$ cat config.mk
export PLATFORM = sky130hd
export DESIGN_NAME = bcd_clock_counter
export DESIGN_NICKNAME = d
export VERILOG_FILES = /design/src/rtl/bcd_clock_counter.sv
export SDC_FILE = /design/constraint.sdc
export NUM_CORES = 1
export LEC_CHECK = 0
export BUFFER_PORTS_ARGS = -buffer_cell sky130_fd_sc_hd__buf_2
export CORE_MARGIN = 5
export CORE_UTILIZATION = 47
export DETAILED_ROUTE_END_ITERATION = 8
export GPL_TIMING_DRIVEN = 0
export HOLD_SLACK_MARGIN = 0.15
export MAX_ROUTING_LAYER = met4
export PLACE_DENSITY = 0.81
export SKIP_LAST_GASP = 1
export SLEW_MARGIN = 20
export SYNTH_ARGS = -nofsm -noshare
export SYNTH_HDL_FRONTEND = slang
export SYNTH_SLANG_ARGS = --single-unit
$ cat constraint.sdc
create_clock -name clk -period 1.58 [get_ports clk]
set_input_delay 0.316 -clock clk [delete_from_list [all_inputs] [get_ports clk]]
set_output_delay 0.316 -clock clk [all_outputs]
set_load 0.02 [all_outputs]
$ cat src/rtl/bcd_clock_counter.sv
// Real-time clock counter in packed BCD, advanced by a 1 Hz tick that arrives asynchronously to clk.
// Supports 24-hour (00-23) or 12-hour (01-12) hour counting and validated time loads.
module bcd_clock_counter #(
    parameter bit H24 = 1'b1
) (
    input  logic       clk,
    input  logic       rst,
    input  logic       tick_in,
    input  logic       run,
    input  logic       load,
    input  logic [7:0] load_hh,
    input  logic [7:0] load_mm,
    input  logic [7:0] load_ss,
    output logic [7:0] hh,
    output logic [7:0] mm,
    output logic [7:0] ss,
    output logic       sec_pulse,
    output logic       min_pulse,
    output logic       hour_pulse,
    output logic       load_err
);

    localparam logic [7:0] HH_RESET = H24 ? 8'h00 : 8'h12;

    logic       t1_q, t2_q, t3_q;
    logic [7:0] hh_q, mm_q, ss_q, hh_d, mm_d, ss_d;
    logic       sec_q, min_q, hour_q, err_q;
    logic       sec_d, min_d, hour_d, err_d;
    logic       tick_edge;
    logic       load_ok;
    logic [7:0] hh_next;

    function automatic logic [7:0] bcd_inc(input logic [7:0] v);
        if (v[3:0] == 4'd9)
            return {v[7:4] + 4'd1, 4'd0};
        else
            return {v[7:4], v[3:0] + 4'd1};
    endfunction

    function automatic logic nibbles_ok(input logic [7:0] v);
        return (v[7:4] <= 4'd9) && (v[3:0] <= 4'd9);
    endfunction

    assign tick_edge = t2_q & ~t3_q;

    assign load_ok = nibbles_ok(load_hh) && nibbles_ok(load_mm) && nibbles_ok(load_ss)
                  && (load_ss <= 8'h59) && (load_mm <= 8'h59)
                  && (H24 ? (load_hh <= 8'h23)
                          : ((load_hh >= 8'h01) && (load_hh <= 8'h12)));

    // 12-hour mode never shows 00: 12 is followed by 01.
    always_comb begin
        if (H24)
            hh_next = (hh_q == 8'h23) ? 8'h00 : bcd_inc(hh_q);
        else
            hh_next = (hh_q == 8'h12) ? 8'h01 : bcd_inc(hh_q);
    end

    always_comb begin
        // NOTE: every output of this block is given a default first so no path leaves it unassigned (no latch).
        hh_d   = hh_q;
        mm_d   = mm_q;
        ss_d   = ss_q;
        sec_d  = 1'b0;
        min_d  = 1'b0;
        hour_d = 1'b0;
        err_d  = 1'b0;
        if (load) begin
            if (load_ok) begin
                hh_d = load_hh;
                mm_d = load_mm;
                ss_d = load_ss;
            end else begin
                err_d = 1'b1;
            end
        end else if (tick_edge && run) begin
            sec_d = 1'b1;
            if (ss_q == 8'h59) begin
                ss_d  = 8'h00;
                min_d = 1'b1;
                if (mm_q == 8'h59) begin
                    mm_d   = 8'h00;
                    hour_d = 1'b1;
                    hh_d   = hh_next;
                end else begin
                    mm_d = bcd_inc(mm_q);
                end
            end else begin
                ss_d = bcd_inc(ss_q);
            end
        end
    end

    // NOTE: reset is synchronous (only sampled on clk), and all state uses non-blocking assignments.
    always_ff @(posedge clk) begin
        if (!rst) begin
            t1_q   <= 1'b1;
            t2_q   <= 1'b1;
            t3_q   <= 1'b1;
            hh_q   <= HH_RESET;
            mm_q   <= 8'h00;
            ss_q   <= 8'h00;
            sec_q  <= 1'b0;
            min_q  <= 1'b0;
            hour_q <= 1'b0;
            err_q  <= 1'b0;
        end else begin
            t1_q   <= tick_in;
            t2_q   <= t1_q;
            t3_q   <= t2_q;
            hh_q   <= hh_d;
            mm_q   <= mm_d;
            ss_q   <= ss_d;
            sec_q  <= sec_d;
            min_q  <= min_d;
            hour_q <= hour_d;
            err_q  <= err_d;
        end
    end

    assign hh         = hh_q;
    assign mm         = mm_q;
    assign ss         = ss_q;
    assign sec_pulse  = sec_q;
    assign min_pulse  = min_q;
    assign hour_pulse = hour_q;
    assign load_err   = err_q;

endmodule
==> results of run 1 <==
[layout by cell type, fill, tap and decap left out, types with 3 or more instances in the layout]
master / count
nand2b_1: 4
and3b_1: 3
nand3_1: 6
o211ai_1: 3
clkbuf_8: 7
inv_1: 11
buf_4: 13
o21ai_2: 4
clkbuf_1: 5
o22a_1: 3
buf_6: 4
a22oi_1: 3
buf_2: 55
o31ai_1: 3
nand3b_1: 3
nor3_1: 5
nor2_1: 10
a21oi_1: 13
o21ai_0: 7
ha_1: 7
and3_1: 4
mux2i_1: 3
dfxtp_1: 18
o21ai_1: 6
nand4bb_4: 3
a32o_1: 4
nor2_2: 3
nor4_4: 4
nand2_1: 26
o211a_1: 5
dfxtp_4: 5
clkbuf_2: 4
dfxtp_2: 8
[layout make-up]
class / instances / area [um^2] / share of cell area
inverter: 12 / 45.0 / 0.0162
tap: 50 / 62.6 / 0.0225
buffer: 9 / 46.3 / 0.0166
timing repair buffer: 71 / 407 / 0.146
sequential: 31 / 649 / 0.233
multi-input combinational: 183 / 1480 / 0.530
clock buffer: 8 / 100 / 0.0359
[logic make-up (layout without fill, tap and decap cells)]
| kind of cell | after synthesis | after routing | synth area share |
|---|---|---|---|
| flops | 31 | 31 | 0.312 |
| fa+ha+maj | 8 | 8 | 0.0503 |
| compound gates | 80 | 80 | 0.289 |
| xor+xnor | 3 | 3 | 0.0132 |
| buf+inv | 23 | 100 | 0.0478 |
| simple gates | 89 | 89 | 0.272 |
| mux | 3 | 3 | 0.0151 |
[worst min path at each step]
stage	end	slack [ns]	cells after the start	start
finish	t1_q	0.20	2	tick_in
global route	t1_q	0.22	2	tick_in
CTS	t1_q	0.20	2	tick_in
detailed placement	t2_q	0.40	1	t1_q
global placement	t2_q	0.39	1	t1_q
floorplan	t2_q	0.39	1	t1_q
[registers in the layout (all words and copies together) (netlist names)]
name / cells
hh: 8
hour_pulse: 1
load_err: 1
min_pulse: 1
mm: 8
sec_pulse: 1
ss: 8
t1_q: 1
t2_q: 1
t3_q: 1
[worst reg2reg max path: cells and delay by family, from the launching register on]
family,cells,cell delay (ns)
adders and majority gates,1,0.12
DFF,1,0.34
and+or+nand+nor,3,0.37
AOI/OAI and AO/OA,2,0.42
buffers and inverters,3,0.37
[layer usage]
metal	track usage	vias to the layer above	routed length (um)
met5	-	-	0
met4	0.0949	0	84
met3	0.0347	12	449
met2	0.386	104	3160
met1	0.299	1072	2730
li1	-	1045	-
[through the flow]
step	TNS, ns	hold WS (ns)
6_report	-1.29	0.202
4_1_cts	-0.919	0.200
3_5_place_dp	-6.47	0.399
2_1_floorplan	-0.628	0.386
3_3_place_gp	-6.01	0.389
5_1_grt	-2.62	0.219
[synth_stat cells, drive strengths merged, types with 5 or more instances]
cell type,instances,area share
nor2,14,0.030
clkbuf,8,0.016
inv,12,0.023
o31ai,5,0.019
a21oi,14,0.035
nand3,7,0.018
ha,8,0.050
nand2,27,0.051
dfxtp,31,0.31
o21ai,18,0.049
o211a,5,0.025
nor3,6,0.021
nor4,5,0.022
[timing repair]
| action | CTS | global route |
|---|---|---|
| cloned | 0 | 0 |
| hold buffers | 0 | 0 |
| endpoints found under the setup margin | 22 | 24 |
| pin swaps | 17 | 9 |
| buffers inserted | 10 | 6 |
| gates resized for setup | 28 | 20 |
[power breakdown]
part / switching (uW) / leakage (uW) / internal [uW] / total, uW
Sequential: 6.21 / 0.000258 / 780 / 786
Combinational: 117 / 0.00100 / 71.9 / 189
Clock: 297 / 0.0000515 / 397 / 694
Total: 420 / 0.00131 / 1250 / 1670
==> impl_metrics.toml, run 1 <==
[power_and_ir_drop]
powerDensity_nw_per_um2 = 599
leakage_uw = 0.00131
ir_worst_vdd_mv = 0.357
power.total_uw = 1670

[grt]
grt_max_degree = 11
grt_first_pass_wirelength_mm = 10.1
track_usage = 0.239
grt_pass1_vias = 2169
grt_antenna_before_repair = 0
grt_overflow = 0

[drt]
ant_nets = 0
drt-initial-drc-count = 140
wirelength_mm = 6.41
post-route-drc-count = 0
dr.pass1.iters = 4
wire_per_inst_um = 17.6
num_vias = 2233
post_drt_via_cell_ratio = 6.13

[sta]
tightest_slew_ns = 0.659
period_share = 1.12
setup_slack_ns = -0.183
rsz0062_at_grt = "true"
slew_headroom = 0.558
setup_viol = 14
finalHoldViolCount = 0
period_needed_ns = 1.76
fmax_ghz = 0.567
slew_viol_final = 0
skew_ns = 0.00448

[clock_tree]
cts_made_buffers = 5
htree_levels = 2
numClockSinks = 31
cts_tree = "yes"
cts_buffer_depth = 2
cts-root-buf = "clkbuf_8"
clk_pin_slew_ns = 0.07
clkLatencyLatePin_ns = 0.29

[cells_and_area]
postLayoutCellArea_um2 = 2790
fillers = 322
syn2layout_area_growth_pct = 40.1
drive_gt1_frac = 0.436
final_util = 0.687
layoutNonFillerInstCount = 364
antenna_cells = 0
finalNetCount = 350

[worst_setup_path]
required_ns = 1.73
reg2reg_slack_ns = -0.18
cp_num_cells = 9
reg2reg_depth = 9
startpoint_type = "flip-flop"
critPathBufInv = 3
end_kind = "flip-flop"
r2r_start = "ss[5]"
endpoint = "mm[4]"
timing.rr.end = "mm[4]"
startpoint = "ss[5]"
critPathSlowestCell = "dfxtp_4"
critPathMaxFanout = 5
arrival_ns = 1.91
cp_top_family = "compound AO/OA/AOI/OAI gates"
cp_slowest_stage_delay_ns = 0.34
crit_type = "reg -> reg"
worstPathCellList = "inv_2 > ha_4 > nand3b_1 > buf_6 > buf_4 > nor4_4 > nor2_2 > a2111oi_1 > a211oi_1"

[worst_hold_path]
min_path_type = "in -> reg"

[placement]
dp_hpwl_mm = 4.35
post_dp_cell_area_um2 = 2400
port_buffers = 55
dp_cells = 342
dpl_worst_slack_ns = -0.391
place_congestion = 0.862

[die]
initial_core_util = 0.490
die_width_um = 75.1
num_rows = 23
io_pins = 57
die_h_um = 75.1
die_area_um2 = 5630
core_area_um2 = 4060

[yosys]
postSynthCellCount = 237
yosysWarnings = 0
syn_avg_cell_area_um2 = 8.39
ys_seq_area_frac = 0.312
ys_async_sr_fraction = 0
synth_cell_types = 55
ys_seq_elements = 31
synthesis.nets = 274
synth-edff-count = 0
synth-main-ff-cell = "dfxtp_1"
synth_area_um2 = 1990

[run_status]
violations = "setup timing"
status = "finished with violations"

[job]
cap_violations = 0
No activity file was read; power rests on OpenSTA's default activity.
==> run 2, diff against run 1 <==
--- a/config.mk
+++ b/config.mk
@@ -5,16 +5,17 @@
 export SDC_FILE = /design/constraint.sdc
 export NUM_CORES = 1
 export LEC_CHECK = 0
+export ABC_AREA = 1
 export BUFFER_PORTS_ARGS = -buffer_cell sky130_fd_sc_hd__buf_2
 export CORE_MARGIN = 5
-export CORE_UTILIZATION = 47
+export CORE_UTILIZATION = 46
 export DETAILED_ROUTE_END_ITERATION = 8
 export GPL_TIMING_DRIVEN = 0
 export HOLD_SLACK_MARGIN = 0.15
 export MAX_ROUTING_LAYER = met4
-export PLACE_DENSITY = 0.81
+export PLACE_DENSITY = 0.8
 export SKIP_LAST_GASP = 1
-export SLEW_MARGIN = 20
+export SLEW_MARGIN = 30
 export SYNTH_ARGS = -nofsm -noshare
 export SYNTH_HDL_FRONTEND = slang
 export SYNTH_SLANG_ARGS = --single-unit
==> impl_metrics.toml, run 2 <==
[yosys]
synth_top_area_frac = 0.325
yosys-top-cells-count = "nand2_1 (57), nor2_1 (40), dfxtp_1 (31)"
ys_async_sr_fraction = 0
syn_avg_cell_area_um2 = 6.74
yosysTopAreaCell = "dfxtp_1"
synth_area_um2 = 1910
yosysWarnings = 0
ys_seq_elements = 31
ys_seq_area_frac = 0.325
synthesis.nets = 320
synthTopCellsByArea = "dfxtp_1 (33%), nand2_1 (11%), nor2_1 (7.9%)"
synth-main-ff-cell = "dfxtp_1"
synth_cell_types = 32
synth-edff-count = 0
synth.most_common_cell = "nand2_1"
postSynthCellCount = 283

[worst_setup_path]
crit_type = "reg -> reg"
required_ns = 1.76
startpoint_type = "flip-flop"
timing.rr.end = "hh[3]"
arrival_ns = 1.65
critPathMaxFanout = 5
r2r_start = "mm[2]"
reg2reg_slack_ns = 0.11
end_kind = "flip-flop"
reg2reg_depth = 8

[grt]
grt_first_pass_wirelength_mm = 8.38
grt_max_degree = 11
grt_antenna_before_repair = 0
grt.met2_usage = 0.311
gr-usage-met1 = 0.255
track_usage = 0.202
use_met3 = 0.0459
grt_pass1_vias = 1885
grt.busiest_layer = "met2"
grt_overflow = 0

[clock_tree]
cts-hold-fix-buffers = 0
cts_made_buffers = 5
cts_tree = "yes"
cts_buffer_depth = 2
htree_levels = 2
clkLatencyLatePin_ns = 0.29
cts-root-buf = "clkbuf_8"
clk_pin_slew_ns = 0.06
numClockSinks = 31

[sta]
period_needed_ns = 1.47
period_share = 0.930
finalHoldViolCount = 0
tightest_slew_ns = 0.535
finalSetupTns_ns = 0
fmax_ghz = 0.681
setup_slack_ns = 0.111
skew_ns = 0.00543
slew_headroom = 0.643
setup_viol = 0
slew_viol_final = 0

[cells_and_area]
fillers = 389
seqCellArea_um2 = 632
antenna_cells = 0
syn2layout_area_growth_pct = 24.4
finalNetCount = 385
drive_gt1_frac = 0.277
mostFrequentLayoutCells = "buf_2 (58), nand2_1 (57), nor2_1 (38)"
multi_input_area_um2 = 1140
final_common_cell = "buf_2"
layoutNonFillerInstCount = 397

[drt]
ant_nets = 0
dr.pass1.iters = 4
drt-initial-drc-count = 111
post-route-drc-count = 0
wirelength_mm = 5.25
post_drt_via_cell_ratio = 5.29
wire_per_inst_um = 13.2
num_vias = 2102

[placement]
dp_cells = 389
port_buffers = 56
dp_hpwl_mm = 3.85
dpl_worst_slack_ns = -0.0419
place_congestion = 0.862

[worst_hold_path]
hold_depth = 2
holdPathEnd = "t1_q"
hp-start = "tick_in"
min_path_type = "in -> reg"

[die]
core_area_um2 = 4000
die_area_um2 = 5530
io_pins = 57
num_rows = 23
die_h_um = 74.4
die_width_um = 74.4
initial_core_util = 0.477

[power_and_ir_drop]
powerDensity_nw_per_um2 = 648
leakage_uw = 0.00118
ir_worst_vdd_mv = 0.472

[run_status]
status = "finished clean"

[job]
cap_violations = 0
-- run 2: cell types whose count changed after synthesis, sizes merged, moves of 5 or more --
cell   previous run  this run
o21ai            18        28
nor3              6         1
nor4              5         0
xor2              1         8
o211a             5         0
nand3             7        25
nor2             14        44
inv              12        28
nand2            27        63
-- run 2: layout make-up --
type                       count  area share
multi-input combinational    213       0.480
sequential                    31       0.266
timing repair buffer          58       0.124
inverter                      30      0.0475
clock buffer                   6      0.0306
tap                           50      0.0264
buffer                         9      0.0248
-- run 2: per-layer routing --
| layer | part of all wire | wire, um | vias up |
|---|---|---|---|
| met3 | 0.075 | 395 | 10 |
| met4 | 0.019 | 99 | 0 |
| li1 | - | - | 1052 |
| met5 | 0 | 0 | - |
| met1 | 0.42 | 2220 | 964 |
| met2 | 0.48 | 2530 | 76 |
-- run 2: how the worst max path moves through the flow --
stage / slack (ns) / start / end / depth (start not counted)
3_3_place_gp: -0.01 / load / hh[1] / 8
3_5_place_dp: -0.04 / load / hh[1] / 8
5_1_grt: -0.008 / mm[2] / hh[1] / 8
2_1_floorplan: 0.03 / hh[0] / hh[3] / 8
6_report: 0.11 / mm[2] / hh[3] / 8
4_1_cts: 0.04 / ss[4] / mm[5] / 9
-- run 2: through the flow --
step | total power [uW] | area [um^2] | util | hold slack [ns]
after floorplan | 902 | 1910 | - | 0.391
after global placement | 974 | 2250 | 0.562 | 0.396
after detailed placement | 974 | 2250 | 0.562 | 0.405
after CTS | 1550 | 2320 | 0.581 | 0.203
after global routing | 1600 | 2370 | 0.593 | 0.206
final | 1540 | 2370 | 0.593 | 0.212
-- run 2: where the power goes --
group	switching (uW)	leakage (uW)	internal (uW)
registers	3.97	0.000254	786
logic	103	0.000889	66.2
clock network	284	0.0000371	293
-- run 2: timing repair --
item	4_1_cts	5_1_grt
pin swaps	0	3
gates resized for setup	1	16
setup endpoints to repair	5	17
buffers inserted	0	2
-- run 2: critical path, stage by stage, from the launching register on --
cell and delay [ns]:
dfxtp_1 0.32, inv_1 0.11, nand3_1 0.13, nor2_4 0.15
nand4_1 0.13, nand2_2 0.16, nand2_2 0.12, o21ai_0 0.18
nor2_1 0.05
-- run 2: cells by family (layout without fill, tap and decap cells) --
logic type | Yosys count | after routing | share of synthesized area
AOI/OAI and AO/OA | 57 | 57 | 0.162
xor gates and xnor gates | 9 | 9 | 0.0413
adders and majority gates | 8 | 8 | 0.0525
buffers and inverters | 39 | 103 | 0.0879
DFF | 31 | 31 | 0.325
muxes | 1 | 1 | 0.00525
and+or+nand+nor | 138 | 138 | 0.325
==> run 3, diff against run 2 <==
==> constraint.sdc (replaced) <==
create_clock -name clk -period 1.22 [get_ports clk]
set_input_delay 0.244 -clock clk [delete_from_list [all_inputs] [get_ports clk]]
set_output_delay 0.244 -clock clk [all_outputs]
set_load 0.02 [all_outputs]
==> impl_metrics.toml, run 3 (synthesis results as in run 2) <==
[clock_tree]
numClockSinks = 31
cts_tree = "yes"
cts_made_buffers = 5
clkLatencyLatePin_ns = 0.30
clk_pin_slew_ns = 0.07
cts-root-buf = "clkbuf_8"
cts_buffer_depth = 2
htree_levels = 2

[worst_setup_path]
required_ns = 1.44
startpoint_type = "flip-flop"
crit_type = "reg -> reg"
critPathMaxFanout = 4
end_kind = "flip-flop"
arrival_ns = 1.71

[sta]
period_share = 1.23
skew_ns = 0.00960
slew_headroom = 0.562
finalSetupTns_ns = -3.70
setup_viol = 22
setup_slack_ns = -0.277
rsz0062_at_grt = "true"
fmax_ghz = 0.668
finalHoldViolCount = 0
slew_viol_final = 0
tightest_slew_ns = 0.657
hold-worst-slack_ns = 0.245
period_needed_ns = 1.50

[placement]
place_congestion = 0.839
port_buffers = 56
dp_cells = 389
dp_hpwl_mm = 3.91

[drt]
post-route-drc-count = 0
num_vias = 2375
wirelength_mm = 6.82
ant_nets = 0
dr.pass1.iters = 6
drt-initial-drc-count = 226
wire_per_inst_um = 16.2
post_drt_via_cell_ratio = 5.63

[cells_and_area]
finalNetCount = 408
final_common_cell = "buf_2"
antenna_cells = 0
drive_gt1_frac = 0.473
layoutNonFillerInstCount = 422
syn2layout_area_growth_pct = 48.8
mostFrequentLayoutCells = "buf_2 (58), nand2_1 (51), nor2_1 (33)"

[grt]
grt_antenna_before_repair = 0
track_usage = 0.223
grt_overflow = 0
grt_pass1_vias = 2049
grt_max_degree = 11
grt_first_pass_wirelength_mm = 9.16

[worst_hold_path]
min_path_type = "in -> reg"

[die]
io_pins = 57
initial_core_util = 0.477
num_rows = 23
core_area_um2 = 4000
die_area_um2 = 5530
die_h_um = 74.4
die_width_um = 74.4

[power_and_ir_drop]
ir_worst_vdd_mv = 0.746
powerDensity_nw_per_um2 = 725
leakage_uw = 0.00132

[job]
cap_violations = 0

[run_status]
violations = "setup timing"
status = "finished with violations"
==> run 3: changes by cell type in the layout (fill, tap and decap cells not counted), moves of 6 or more <==
| cell | delta |
|---|---|
| nand3_1 | -6 |
| a21oi_2 | +6 |
| nand2_2 | +6 |
| dfxtp_4 | +8 |
| a21oi_1 | -6 |
| nand2_1 | -6 |
| inv_1 | -9 |
| dfxtp_1 | -13 |
| buf_4 | +19 |
| o21ai_0 | -11 |
| o21ai_1 | +7 |
==> run 3: routing by layer <==
metal / global-route usage / up-vias / wire [um]
met1: 0.270 / 1087 / 2650
met3: 0.0568 / 40 / 518
met4: 0.0949 / 0 / 376
li1: - / 1102 / -
met5: - / - / 0
met2: 0.352 / 146 / 3270
==> run 3: stage by stage <==
stage	worst slack, ns	power, uW	area (um^2)	utilization
after floorplan	-0.103	1150	2000	-
after global placement	-0.312	1240	2340	0.586
after detailed placement	-0.298	1240	2340	0.586
after CTS	-0.176	2030	2640	0.661
after global routing	-0.334	2120	2840	0.709
final	-0.277	2060	2840	0.709
==> run 3: power breakdown <==
part	internal [uW]	leakage [uW]	switching (uW)
logic	93.0	0.00101	158
registers	1000	0.000263	6.65
clock network	400	0.0000422	399
==> run 3: repair_timing <==
item                                    CTS  global route
gates resized for setup                  37            33
cloned                                    2             0
endpoints found under the hold margin     1             0
buffers inserted                         12            11
hold buffers                              1             0
endpoints found under the setup margin   25            26
pin swaps                                25            13
==> run 3: final cells by class <==
| class | instances | area [um^2] |
|---|---|---|
| clock inverters | 1 | 5.00 |
| multi-input cells | 213 | 1360 |
| flip-flops and latches | 31 | 668 |
| clock buffers | 7 | 76.3 |
| fillers | 310 | 1160 |
| inverters | 30 | 125 |
| plain buffers | 9 | 55.1 |
| repair buffers | 81 | 482 |
| well taps | 50 | 62.6 |
==> run 3: path summary, 6_finish.rpt <==
kind	start	endpoint	slack (ns)	cells after the start
max	ss[7]	ss[5]	-0.28	8
min	load_ss[0]	ss[0]	0.25	3
max reg2reg	ss[7]	ss[5]	-0.28	8
min reg2reg	t1_q	t2_q	0.42	1
==> run 3: worst max-delay path, stage by stage (launching register included) <==
cell	delay, ns
dfxtp_1	0.41
inv_1	0.10
nand3_4	0.12
buf_6	0.10
buf_4	0.13
nand3_4	0.09
o21ai_1	0.19
nand3_1	0.14
a21oi_2	0.14
